`config.mk`:
```
export PLATFORM = sky130hd
export DESIGN_NAME = uart_rx_ctrl
export DESIGN_NICKNAME = d
export VERILOG_FILES = /design/src/rtl/uart_rx_ctrl.sv
export SDC_FILE = /design/constraint.sdc
export NUM_CORES = 1
export LEC_CHECK = 0
export ABC_CLOCK_PERIOD_IN_PS = 2100
export BUFFER_PORTS_ARGS = -buffer_cell sky130_fd_sc_hd__buf_2
export CORE_MARGIN = 3
export CORE_UTILIZATION = 30
export DETAILED_ROUTE_END_ITERATION = 10
export PLACE_DENSITY = 0.58
export SYNTH_ARGS = -nofsm -noshare
export SYNTH_HDL_FRONTEND = slang
export SYNTH_SLANG_ARGS = --single-unit
```
`constraint.sdc`:
```
create_clock -name CLK -period 2.1 [get_ports CLK]
set_input_delay 0.21 -clock CLK [delete_from_list [all_inputs] [get_ports CLK]]
set_output_delay 0.21 -clock CLK [all_outputs]
set_load 0.02 [all_outputs]
```
`src/rtl/uart_rx_ctrl.sv`:
```
// UART receive frame controller at a fixed 8x oversampling ratio: detects the start
// edge, runs the frame FSM, drives the sampler/deserializer counters and checks parity/stop.
module uart_rx_ctrl (
  input  logic       CLK,
  input  logic       RST,
  input  logic       RX_IN,
  input  logic       sampled_bit,
  input  logic       PAR_EN,
  input  logic       PAR_TYP,
  output logic [2:0] edge_cnt,
  output logic [3:0] bit_cnt,
  output logic       dat_samp_en,
  output logic       deser_en,
  output logic       data_valid,
  output logic       par_err,
  output logic       stp_err
);

  typedef enum logic [2:0] {
    IDLE   = 3'd0,
    START  = 3'd1,
    DATA   = 3'd2,
    PARITY = 3'd3,
    STOP   = 3'd4
  } state_e;

  localparam logic [2:0] LAST_EDGE = 3'd7;
  localparam logic [3:0] LAST_DATA = 4'd8;

  state_e     state_q, state_d;
  logic [2:0] edge_cnt_q, edge_cnt_d;
  logic [3:0] bit_cnt_q, bit_cnt_d;
  logic       par_en_q, par_en_d;
  logic       par_typ_q, par_typ_d;
  logic       par_acc_q, par_acc_d;
  logic       par_err_q, par_err_d;
  logic       stp_err_q, stp_err_d;
  logic       dat_samp_en_q, dat_samp_en_d;
  logic       deser_en_q, deser_en_d;
  logic       data_valid_q, data_valid_d;

  logic bit_end;
  logic start_det;

  // Every per-bit decision is taken in the last oversample slot of that bit.
  assign bit_end   = (edge_cnt_q == LAST_EDGE);
  assign start_det = (state_q == IDLE) && !RX_IN;

  // ---------------------------------------------------------------------------
  // State register
  // ---------------------------------------------------------------------------
  // NOTE: sequential state is always written with <= so every flop samples the
  // pre-edge values of its neighbours regardless of process ordering.
  always_ff @(posedge CLK or negedge RST) begin
    if (!RST) begin
      state_q <= IDLE;
    end else begin
      state_q <= state_d;
    end
  end

  // ---------------------------------------------------------------------------
  // Next-state logic
  // ---------------------------------------------------------------------------
  // NOTE: a default assignment at the top of each always_comb guarantees every
  // path drives every output, so no latch can be inferred.
  always_comb begin
    state_d = state_q;
    unique case (state_q)
      IDLE: begin
        if (!RX_IN) state_d = START;
      end
      START: begin
        if (bit_end) state_d = sampled_bit ? IDLE : DATA;
      end
      DATA: begin
        if (bit_end && (bit_cnt_q == LAST_DATA)) begin
          state_d = par_en_q ? PARITY : STOP;
        end
      end
      PARITY: begin
        if (bit_end) state_d = STOP;
      end
      STOP: begin
        if (bit_end) state_d = IDLE;
      end
      default: state_d = IDLE;
    endcase
  end

  // ---------------------------------------------------------------------------
  // Output / datapath next-state logic
  // ---------------------------------------------------------------------------
  always_comb begin
    edge_cnt_d    = edge_cnt_q;
    bit_cnt_d     = bit_cnt_q;
    par_en_d      = par_en_q;
    par_typ_d     = par_typ_q;
    par_acc_d     = par_acc_q;
    par_err_d     = par_err_q;
    stp_err_d     = stp_err_q;
    data_valid_d  = 1'b0;
    dat_samp_en_d = (state_d != IDLE);
    deser_en_d    = (state_d == DATA);

    // The detection cycle is edge 0 of the start bit, so the first START cycle is edge 1.
    if (state_d == IDLE) begin
      edge_cnt_d = 3'd0;
      bit_cnt_d  = 4'd0;
    end else if (state_q == IDLE) begin
      edge_cnt_d = 3'd1;
      bit_cnt_d  = 4'd0;
    end else begin
      edge_cnt_d = edge_cnt_q + 3'd1;
      bit_cnt_d  = bit_cnt_q + {3'b000, bit_end};
    end

    if (start_det) begin
      par_en_d  = PAR_EN;
      par_typ_d = PAR_TYP;
      par_acc_d = 1'b0;
      par_err_d = 1'b0;
      stp_err_d = 1'b0;
    end

    if (bit_end) begin
      unique case (state_q)
        DATA: begin
          par_acc_d = par_acc_q ^ sampled_bit;
        end
        PARITY: begin
          // Even parity expects the data XOR, odd parity its complement.
          par_err_d = par_err_q | (sampled_bit != (par_acc_q ^ par_typ_q));
        end
        STOP: begin
          stp_err_d    = stp_err_q | ~sampled_bit;
          data_valid_d = sampled_bit & ~par_err_q;
        end
        default: ;
      endcase
    end
  end

  // ---------------------------------------------------------------------------
  // Datapath and output registers
  // ---------------------------------------------------------------------------
  // NOTE: every flop here has an asynchronous reset; there is no storage array,
  // so nothing is deliberately left unreset.
  always_ff @(posedge CLK or negedge RST) begin
    if (!RST) begin
      edge_cnt_q    <= 3'd0;
      bit_cnt_q     <= 4'd0;
      par_en_q      <= 1'b0;
      par_typ_q     <= 1'b0;
      par_acc_q     <= 1'b0;
      par_err_q     <= 1'b0;
      stp_err_q     <= 1'b0;
      dat_samp_en_q <= 1'b0;
      deser_en_q    <= 1'b0;
      data_valid_q  <= 1'b0;
    end else begin
      edge_cnt_q    <= edge_cnt_d;
      bit_cnt_q     <= bit_cnt_d;
      par_en_q      <= par_en_d;
      par_typ_q     <= par_typ_d;
      par_acc_q     <= par_acc_d;
      par_err_q     <= par_err_d;
      stp_err_q     <= stp_err_d;
      dat_samp_en_q <= dat_samp_en_d;
      deser_en_q    <= deser_en_d;
      data_valid_q  <= data_valid_d;
    end
  end

  assign edge_cnt    = edge_cnt_q;
  assign bit_cnt     = bit_cnt_q;
  assign dat_samp_en = dat_samp_en_q;
  assign deser_en    = deser_en_q;
  assign data_valid  = data_valid_q;
  assign par_err     = par_err_q;
  assign stp_err     = stp_err_q;

endmodule

```
* Word-level counts from Yosys, hierarchy flattened *
Index checks and enable logic that the tools add are counted.

storage, ports and cells
  input port bits = 6
  ROM bits = 0
  RAM bits = 0
  latch bits = 0
  word-level logic and storage cells = 57
  memories kept = 0
  output and inout bits = 12
  register bits = 18

cells by class
  shift-type cells = 0
  muxes and demuxes = 23
  bitwise gates (word level) = 7
  add/subtract/negate cells = 2
  div/mod/pow operators = 0
  $mul = 0
  magnitude comparators = 0
  eq/ne operators = 8
  reductions and logical operators = 6

operators by type and width
  operator             count
  $mux 3               8
  $pmux 3 s5           1
  $mux 1               11
  $eq 3x2->1 const B   3
  $mux 4               2
  $eq 3x3->1 const B   2
  $logic_not 3->1      2
  $add 4x1->4          1
  $eq 4x4->1 const B   1
  $add 3x1->3 const B  1
  $eq 3x1->1 const B   1
  $reduce_bool 3->1    1
  $logic_and 1x1->1    2
  $mux 2               1
  $not 1->1            2
  $or 1x1->1           2
  $xor 1x1->1          2
  $and 1x1->1          1
  $logic_not 1->1      1
  $ne 1x1->1           1

* Longest topological paths before layout *
  depth after elaboration = 6
  gate-level depth with buffers = 7
  mapped depth without buffers = 7

* Least setup slack after synthesis *
Ideal clock, no wire load.

  path kind = register to register
  start point = reg edge_cnt_q[0], in the netlist edge_cnt[0]
  end point = reg edge_cnt_q[0], in the netlist edge_cnt[0]
  cell stages (with the launch flop) = 7
  setup slack = 295 ps
  required time = 1957 ps
  buffers on the path = 0
  library setup time = 143 ps
  data arrival time = 1662 ps
  clock period less this slack = 1805 ps
  cells stage by stage = dfrtp_1 ha_1 ha_1 nor4bb_1 and2_1 nor3_4 a22oi_2

on the way
  word-level cells in the longest chain between the ends = 6
  elaborated cells on any way between the ends = 11
  classes of those cells = add/sub (1); eq/ne (1); mux (7); reduce/logical (2)

RTL lines
  item                    RTL line  text
  start, declared         31        logic [2:0] edge_cnt_q, edge_cnt_d;
  start signal, assigned  162       edge_cnt_q <= edge_cnt_d;
  $eq 3x3->1              46        assign bit_end = (edge_cnt_q == LAST_EDGE);
  $logic_and 1x1->1       77        if (bit_end && (bit_cnt_q == LAST_DATA)) begin
  $mux 3                  77
  $pmux 3 s5              69        unique case (state_q)
  $logic_not 3->1         107       if (state_d == IDLE) begin
  $mux 3 (*)              107
  via edge_cnt_d[0]       31

Mark *: on every way through the listed nets, which the timed path passes. The rest lies on a longest branch.
A chain may end at the register's enable or synchronous reset.

* Worst setup path after layout *
Same ends and word-level chain as after synthesis.

==> impl_metrics.ini <==
[logic_synthesis]
yosysUniqueCellTypes = 33
synth_mux_area_share_pct = 2.35
synth.ff_latch_count = 18
synth_simple_gate_area_share_pct = 19.7
syn-cell-area_sq_um = 903
synth_cells = 81
synth-adder-area-share_pct = 6.93
seq_area_frac_synth_pct = 49.9
synth_top_family_by_area = simple AND/OR/NAND/NOR gates
synth_xor_area_share_pct = 3.88
yosys_warnings = 0
synth_compound_area_share_pct = 14.3
syn_avg_cell_area_sq_um = 11.2
synth_nets = 92

[drt]
routed_wl_um = 1720
post_drt_via_cell_ratio = 4.99
drc = 0
via_count = 659
drtIter0Drc = 20
antenna_left = 0
wl_per_cell_um = 13.1
drt_pass1_iterations = 5

[cts]
clk_pin_slew_worst_paths_ps = 100
cts.sinks = 18
clkLatencyLatePin_ps = 280
htree_num_levels = 1
cts_tree = yes
numCtsBuffers = 3
cts_buffer_depth = 2
cts_resized = 0
cts_root_buffer = clkbuf_4

[grt]
grt_pass1_wl_um = 2790
grt_pass1_vias = 613
grt_max_degree = 19
gr-total-overflow = 0
antenna_found_initial = 0
grt_usage_pct = 10.7

[timing]
setup_tns_ps = 0
hold_viol = 0
setup_slack_ps = 188
worst_clock_skew_ps = 1.16
slew_viol_final = 0
finalCriticalPeriod_ps = 1910
setup_violations = 0
fmax_mhz = 523
maxSlewHeadroom_pct = 63.8
tightest_slew_ps = 541
rsz0062_at_grt = no
period_share_pct = 91.1

[setup_path]
cp.buffers_inverters = 0
cpPeakStageDelay_ps = 420
endpoint_kind = register
crit_cells = 6
crit_top_cell = ha_1
worst-path-max-fanout = 9
crit_family = simple AND/OR/NAND/NOR gates
worstPathRequired_ps = 2250
worstSetupPathType = register to register
crit_arrival_ps = 2070
slowest_stage = dfrtp_1
start_kind = register
ff2ff_path_depth = 6
path_cells = ha_1 > ha_1 > nor4bb_1 > and2_1 > nor3_4 > a22oi_2

[placed_design]
port-buffer-count = 17
gp_congestion = 0.784
placed_cells = 127
dp_hpwl_um = 1260
place_ws_ps = 217

[power]
power_leakage_nw = 0.522
power.total_mw = 1.13
powerDensity_nw_per_um2 = 1070
peakVddDrop_mv = 0.569

[run]
max_cap_violations = 0

[min_path]
whs_path_depth = 3
hp-class = primary input to register

[layout]
area_growth_pct = 17.0
n_antenna_cell = 0
final_cell_mix = dfrtp_1, buf_2, nand2_1
layout-drive-gt1-share_pct = 29.7
fin_cells = 132
final_common_cell = dfrtp_1
fin_nets = 113

[floorplan]
io_pins = 18
die_w_um = 60.9
rows = 19
dieArea_sq_um = 3710
core_sq_um = 2810
die_y_um = 60.9
initial_utilization_pct = 32.2

[run_status]
status = complete, no violations
sequential cells by signal (all words and copies together) (netlist names):
| register | count |
|---|---|
| edge_cnt | 3 |
| par_typ_q | 1 |
| stp_err | 1 |
| par_acc_q | 1 |
| par_en_q | 1 |
| deser_en | 1 |
| par_err | 1 |
| state_q | 3 |
| data_valid | 1 |
| dat_samp_en | 1 |
| bit_cnt | 4 |
cell type report:
type | count | area [sq um]
timing repair buffer | 18 | 95.1
tap | 31 | 38.8
sequential | 18 | 450
clock buffer | 4 | 36.3
fill | 285 | 1750
multi-input combinational | 58 | 425
inverter | 3 | 11.3
worst register-to-register path, stage by stage (launching register included):
cell and delay, ps:
dfrtp_1 420, ha_1 230, ha_1 250, nor4bb_1 170, and2_1 220, nor3_4 360
a22oi_2 140
cell usage after synthesis (all sizes together):
| cell type | number | area [sq um] |
|---|---|---|
| nor2b | 1 | 6.26 |
| xor2 | 2 | 17.5 |
| nor3 | 2 | 21.3 |
| mux2i | 1 | 10.0 |
| nand3 | 1 | 5.00 |
| o21ai | 4 | 20.0 |
| or3b | 1 | 8.76 |
| dfrtp | 18 | 450 |
| nor4b | 1 | 8.76 |
| a311oi | 1 | 8.76 |
| a21o | 2 | 16.3 |
| or3 | 2 | 12.5 |
| a22oi | 1 | 12.5 |
| nand2 | 13 | 48.8 |
| nand2b | 3 | 18.8 |
| nor4bb | 1 | 10.0 |
| and2 | 1 | 6.26 |
| o31ai | 1 | 7.51 |
| and4bb | 1 | 12.5 |
| a31oi | 1 | 12.5 |
| inv | 3 | 11.3 |
| nor2 | 1 | 11.3 |
| nand3b | 1 | 7.51 |
| a21oi | 7 | 38.8 |
| mux2 | 1 | 11.3 |
| buf | 2 | 16.3 |
| o22ai | 1 | 12.5 |
| ha | 5 | 62.6 |
| xnor2 | 2 | 17.5 |
power by group:
part           internal, mW  total (mW)  switching (mW)
Clock                 0.105       0.209           0.104
Sequential            0.429       0.501          0.0720
Combinational         0.162       0.422           0.260
logic make-up after synthesis:
kind of cell               after synthesis
and+or+nand+nor                         29
AOI/OAI and AO/OA                       18
DFF                                     18
buffers and inverters                    5
adders and majority gates                5
xor gates and xnor gates                 4
muxes                                    2
metrics by stage:
stage | hold slack, ps | util, % | cell area [sq um]
final | 141 | 37.7 | 1060
after global routing | 135 | 37.7 | 1060
after floorplan | -85.6 | - | 903
after global placement | 162 | 36.0 | 1010
after CTS | 135 | 37.7 | 1060
after detailed placement | 163 | 36.0 | 1010
metal layers:
layer | wire (um) | GRT usage (%)
met1 | 724 | 13.2
met2 | 893 | 16.5
met3 | 88 | 3.62
met4 | 17 | 5.57
met5 | 0 | 0
final timing paths:
kind / start / to / slack (ps)
min reg2reg: stp_err / stp_err / 500
max in group asynchronous: RST / bit_cnt[2] / 1460
max: edge_cnt[0] / edge_cnt[0] / 190
max reg2reg: edge_cnt[0] / edge_cnt[0] / 190
min in group asynchronous: RST / data_valid / 360
min: PAR_EN / par_en_q / 140
timing repair:
item | 4_1_cts | 5_1_grt
buffers inserted | 0 | 0
hold buffers | 1 | 0
endpoints found under the hold margin | 18 | 0
Power figures use the tool's default switching activity.
